<file path="src/rtl/data_stream_axil_writer.sv">
// data_stream_axil_writer
//   Takes beats from a valid/ready stream and writes each one to consecutive
//   word slots through an AXI-Lite master port. Only one write is in flight
//   at a time. The address wraps after NUM_WORDS slots.
//
// Parameters
//   DATA_WIDTH  stream / AXI-Lite data width (32 or 64)
//   ADDR_WIDTH  AXI-Lite address width
//   BASE_ADDR   address of slot 0 (aligned to DATA_WIDTH/8)
//   NUM_WORDS   number of slots before the address wraps (>= 2)
//
// Ports
//   clk, rst_n                 clock, asynchronous active-low reset
//   s_data/s_strb/s_valid/s_ready   stream slave
//   m_axi_aw*                  AXI-Lite write address channel (awprot = 0)
//   m_axi_w*                   AXI-Lite write data channel
//   m_axi_b*                   AXI-Lite write response channel
//   clr                        clears slot index and err (honoured in IDLE only)
//   err                        sticky: some write response was not OKAY
//   busy                       FSM is not in IDLE
//
// Build option
//   DATA_STREAM_AXIL_WRITER_ZERO_STRB_SKIP_EN: beats with s_strb == 0 are
//   consumed without an AXI write but still advance the slot index.
module data_stream_axil_writer #(
  parameter int unsigned                 DATA_WIDTH = 32,
  parameter int unsigned                 ADDR_WIDTH = 32,
  parameter logic [ADDR_WIDTH-1:0]       BASE_ADDR  = '0,
  parameter int unsigned                 NUM_WORDS  = 256
) (
  input  logic                    clk,
  input  logic                    rst_n,

  input  logic [DATA_WIDTH-1:0]   s_data,
  input  logic [DATA_WIDTH/8-1:0] s_strb,
  input  logic                    s_valid,
  output logic                    s_ready,

  output logic [ADDR_WIDTH-1:0]   m_axi_awaddr,
  output logic [2:0]              m_axi_awprot,
  output logic                    m_axi_awvalid,
  input  logic                    m_axi_awready,

  output logic [DATA_WIDTH-1:0]   m_axi_wdata,
  output logic [DATA_WIDTH/8-1:0] m_axi_wstrb,
  output logic                    m_axi_wvalid,
  input  logic                    m_axi_wready,

  input  logic [1:0]              m_axi_bresp,
  input  logic                    m_axi_bvalid,
  output logic                    m_axi_bready,

  input  logic                    clr,
  output logic                    err,
  output logic                    busy
);

  localparam int unsigned STRB_WIDTH = DATA_WIDTH / 8;
  localparam int unsigned IDX_W      = (NUM_WORDS > 1) ? $clog2(NUM_WORDS) : 1;

  typedef enum logic [1:0] {IDLE, WRITE, RESP} state_t;

  state_t                  state;
  state_t                  state_nxt;

  logic                    rdy_en;   // holds s_ready low until the first edge after reset
  logic [IDX_W-1:0]        idx;
  logic [IDX_W-1:0]        idx_inc;
  logic                    err_q;
  logic [DATA_WIDTH-1:0]   data_q;
  logic [STRB_WIDTH-1:0]   strb_q;
  logic                    aw_done;
  logic                    w_done;

  logic                    s_hs;
  logic                    aw_hs;
  logic                    w_hs;
  logic                    b_hs;
  logic                    skip;

  assign s_hs  = s_ready & s_valid;
  assign aw_hs = m_axi_awvalid & m_axi_awready;
  assign w_hs  = m_axi_wvalid & m_axi_wready;
  assign b_hs  = m_axi_bready & m_axi_bvalid;

`ifdef DATA_STREAM_AXIL_WRITER_ZERO_STRB_SKIP_EN
  assign skip = (s_strb == '0);
`else
  assign skip = 1'b0;
`endif

  assign idx_inc = (idx == IDX_W'(NUM_WORDS - 1)) ? '0 : idx + 1'b1;

  // State register
  always_ff @(posedge clk or negedge rst_n) begin
    if (!rst_n) begin
      state <= IDLE;
    end else begin
      state <= state_nxt;
    end
  end

  // Next-state logic
  always_comb begin
    state_nxt = state;
    unique case (state)
      IDLE:  if (s_hs && !skip) state_nxt = WRITE;
      // AW and W may complete in either order; a handshake this cycle counts
      WRITE: if ((aw_done || aw_hs) && (w_done || w_hs)) state_nxt = RESP;
      RESP:  if (b_hs) state_nxt = IDLE;
      default: state_nxt = IDLE;
    endcase
  end

  // Outputs
  always_comb begin
    s_ready       = rdy_en && (state == IDLE);
    m_axi_awvalid = (state == WRITE) && !aw_done;
    m_axi_wvalid  = (state == WRITE) && !w_done;
    m_axi_bready  = (state == RESP);
    busy          = (state != IDLE);
  end

  // Datapath: capture, channel-done flags, slot index, sticky error
  always_ff @(posedge clk or negedge rst_n) begin
    if (!rst_n) begin
      rdy_en  <= 1'b0;
      idx     <= '0;
      err_q   <= 1'b0;
      data_q  <= '0;
      strb_q  <= '0;
      aw_done <= 1'b0;
      w_done  <= 1'b0;
    end else begin
      rdy_en <= 1'b1;
      unique case (state)
        IDLE: begin
          aw_done <= 1'b0;
          w_done  <= 1'b0;
          if (s_hs && !skip) begin
            data_q <= s_data;
            strb_q <= s_strb;
          end
          // clr wins over a skipped beat's index advance
          if (clr) begin
            idx   <= '0;
            err_q <= 1'b0;
          end else if (s_hs && skip) begin
            idx <= idx_inc;
          end
        end
        WRITE: begin
          if (aw_hs) aw_done <= 1'b1;
          if (w_hs)  w_done  <= 1'b1;
        end
        RESP: begin
          if (b_hs) begin
            idx <= idx_inc;
            if (m_axi_bresp != 2'b00) err_q <= 1'b1;
          end
        end
        default: ;
      endcase
    end
  end

  assign m_axi_awaddr = BASE_ADDR + (ADDR_WIDTH'(idx) * ADDR_WIDTH'(STRB_WIDTH));
  assign m_axi_awprot = 3'b000;
  assign m_axi_wdata  = data_q;
  assign m_axi_wstrb  = strb_q;
  assign err          = err_q;

endmodule
</file>
<file path="config.mk">
export PLATFORM = sky130hd
export DESIGN_NAME = data_stream_axil_writer
export DESIGN_NICKNAME = d
export VERILOG_FILES = /design/src/rtl/data_stream_axil_writer.sv
export SDC_FILE = /design/constraint.sdc
export NUM_CORES = 1
export LEC_CHECK = 0
export CAP_MARGIN = 20
export CORE_ASPECT_RATIO = 2
export CORE_MARGIN = 1.5
export CORE_UTILIZATION = 40
export CTS_CLUSTER_SIZE = 24
export DETAILED_ROUTE_END_ITERATION = 7
export PLACE_DENSITY = 0.78
export SLEW_MARGIN = 20
export SYNTH_ARGS = -nofsm -noshare
export SYNTH_HDL_FRONTEND = slang
export SYNTH_SLANG_ARGS = --single-unit
</file>
<file path="constraint.sdc">
create_clock -name clk -period 2.1 [get_ports clk]
set_input_delay 0.315 -clock clk [delete_from_list [all_inputs] [get_ports clk]]
set_output_delay 0.315 -clock clk [all_outputs]
set_load 0.01 [all_outputs]
</file>
==> impl_metrics.json <==
{
  "slew_violations": 0,
  "arrival_ns": 1.66,
  "synth_most_common_cell": "dfrtp_1",
  "min_period_ns": 1.976,
  "tightest_slew_ns": 0.5894,
  "clock_path_buffers": 2,
  "synth_cell_type_count": 32,
  "drt-initial-drc-count": 65,
  "cts_buffers": 5,
  "synth_top_cell_area_share_pct": 52.06,
  "cts_resized": 0,
  "multi_input_area_sq_um": 947.2,
  "violations": "design-rule violations",
  "cts.sinks": 50,
  "ff_latch_area_sq_um": 1251,
  "tritoncts": "done",
  "yosysWarnings": 0,
  "synth_enable_flop_cells": 0,
  "coreArea_sq_um": 5758,
  "cp_max_fo": 7,
  "synth.top_cells.by_count": "dfrtp_1 (50), mux2_4 (29), buf_4 (27)",
  "hold_viol": 0,
  "yosysTopAreaCell": "dfrtp_1",
  "fp.dieArea_sq_um": 6511,
  "rows": 39,
  "ys_seq_area_share_pct": 52.06,
  "io_buffers": 94,
  "area_growth_pct": 43.47,
  "cp-start-kind": "register",
  "antenna_left": 0,
  "setup_violations": 0,
  "fmax_mhz": 506.0,
  "wirelength_mm": 5.203,
  "min_period_over_period_pct": 94.11,
  "async_flop_share_pct": 100.0,
  "clk_latency_ns": 0.29,
  "n_fill_cell": 491,
  "grtUsageTotal_pct": 17.00,
  "grt_max_degree": 27,
  "powerDensity_nw_per_um2": 1343,
  "hpwl_mm": 3.905,
  "outcome": "finished with violations",
  "ys_ff_latch": 50,
  "antenna_found_initial": 0,
  "root_buffer": "clkbuf_16",
  "fin_nets": 325,
  "syn-instance-count": 179,
  "critical_path_class": "reg2out",
  "overflow": 0,
  "ys_top_cells_by_area": "dfrtp_1 (52%), mux2_4 (18%), buf_4 (8.4%)",
  "grt_setup_unrepaired": "no",
  "synth_top_flop_cell": "dfrtp_1",
  "via_per_inst": 4.894,
  "die_h_microns": 112.6,
  "cp.required_ns": 1.78,
  "cts_hold_repair.buffers": 0,
  "drv_cap": 0,
  "clk_pin_slew_worst_paths_ns": 0.06,
  "grt_pass1_wl_mm": 8.528,
  "drt_first_pass_iters": 7,
  "cts_post_setup_buffers_inserted": 0,
  "max-vdd-ir-drop_mv": 0.5573,
  "antennaDiodeCount": 0,
  "netlist_area_sq_um": 2404,
  "die_w_microns": 57.81,
  "layout-drive-gt1-share_pct": 18.93,
  "first_global_vias": 1748,
  "max_slew_margin_pct": 60.70,
  "initial_core_util_pct": 41.74,
  "wl_per_cell_microns": 15.26,
  "avgSynthCellArea_sq_um": 13.43,
  "io_pins": 122,
  "gp_congestion": 0.7901,
  "skew_ns": 0.003125,
  "vias": 1669,
  "cp-end-kind": "output pin",
  "p_leak_nw": 1.544,
  "htreeDepth": 2,
  "tns_ns": 0,
  "p_total_w": 0.004631,
  "hold_class": "in2async",
  "route.detailed.drc": 10
}
cells by family (layout without fill, tap and decap cells):
logic type               Yosys count  count (layout)  synth area share (%)
AND/OR/NAND/NOR                   32              32                 7.132
other                              2              28                0.3125
buffers and inverters             36             111                 12.60
AO/OA/AOI/OAI                     17              17                 4.008
flip-flops                        50              50                 52.06
multiplexers                      39              39                 22.64
adder cells (fa/ha/maj)            1               1                0.5205
XOR/XNOR                           2               2                0.7289
layer usage:
metal  GRT usage [%]  share of wire, %  vias up  routed length (microns)
met5               0                 0        -                        0
met4           6.822               2.2        0                      113
met3           3.802               6.9        8                      359
met2           31.36                56       86                     2924
met1           17.82                35      815                     1804
li1                -                 -      760                        -
stage by stage:
step           instances  setup slack, ns  area (sq um)  utilization, %  hold WS [ns]
6_report             341           0.1236          3448           59.89       0.02518
5_1_grt              341          0.02497          3448           59.89       0.06846
4_1_cts              341           0.1219          3448           59.89       0.04215
3_5_place_dp         333           0.3639          3301           57.32        0.3515
3_3_place_gp         333           0.3896          3301           57.32        0.3467
2_1_floorplan        205           0.5728          2501               -       0.01941
registers in the layout (all words and copies together), names as in the netlist:
| name | count |
|---|---|
| m_axi_wdata | 32 |
| rdy_en | 1 |
| state | 2 |
| aw_done | 1 |
| w_done | 1 |
| m_axi_wstrb | 4 |
| idx | 8 |
| err | 1 |
cell usage in the layout (no fill, tap or decap), types with 3 or more instances in the layout:
master and n:
conb_1 28, o21ai_0 3, nand2_1 9, clkbuf_16 5, mux2_4 29, clkdlybuf4s50_1 93
inv_1 4, mux2i_1 3, mux2_2 7, dfrtp_1 50, nand4_1 4, nor2_1 7
buf_12 3, a21oi_1 7
path summary, 6_finish.rpt:
check / from / to / slack, ns / cells past startpoint
worst min-delay path: rst_n / idx[1] / 0.03 / 1
max in group asynchronous: rst_n / m_axi_wdata[3] / 1.52 / 2
worst max-delay path: state[0] / m_axi_bready / 0.12 / 3
min in group clk: idx[5] / idx[5] / 0.49 / 1
worst max register to register: state[0] / m_axi_wdata[26] / 0.52 / 4
worst min register to register: idx[5] / idx[5] / 0.49 / 1
power by group:
group | internal, W | total (W) | switching [W]
Combinational | 0.00141 | 0.00220 | 0.000793
Sequential | 0.00137 | 0.00163 | 0.000251
Clock | 0.000472 | 0.000803 | 0.000331
Total | 0.00326 | 0.00463 | 0.00137
final cells by class:
type | count | share of cell area (%)
Sequential cell | 50 | 36.28
Timing Repair Buffer | 99 | 29.32
Multi-Input combinational cell | 119 | 27.47
Clock buffer | 7 | 4.136
Tap cell | 61 | 2.213
Inverter | 4 | 0.4354
Clock inverter | 1 | 0.1451
critical path: stages (launching register included):
cell             delay (ns)
dfrtp_1                0.47
nand2b_1               0.20
inv_1                  0.15
clkdlybuf4s50_1        0.56
Note: power is estimated with default switching activity, not from simulation.
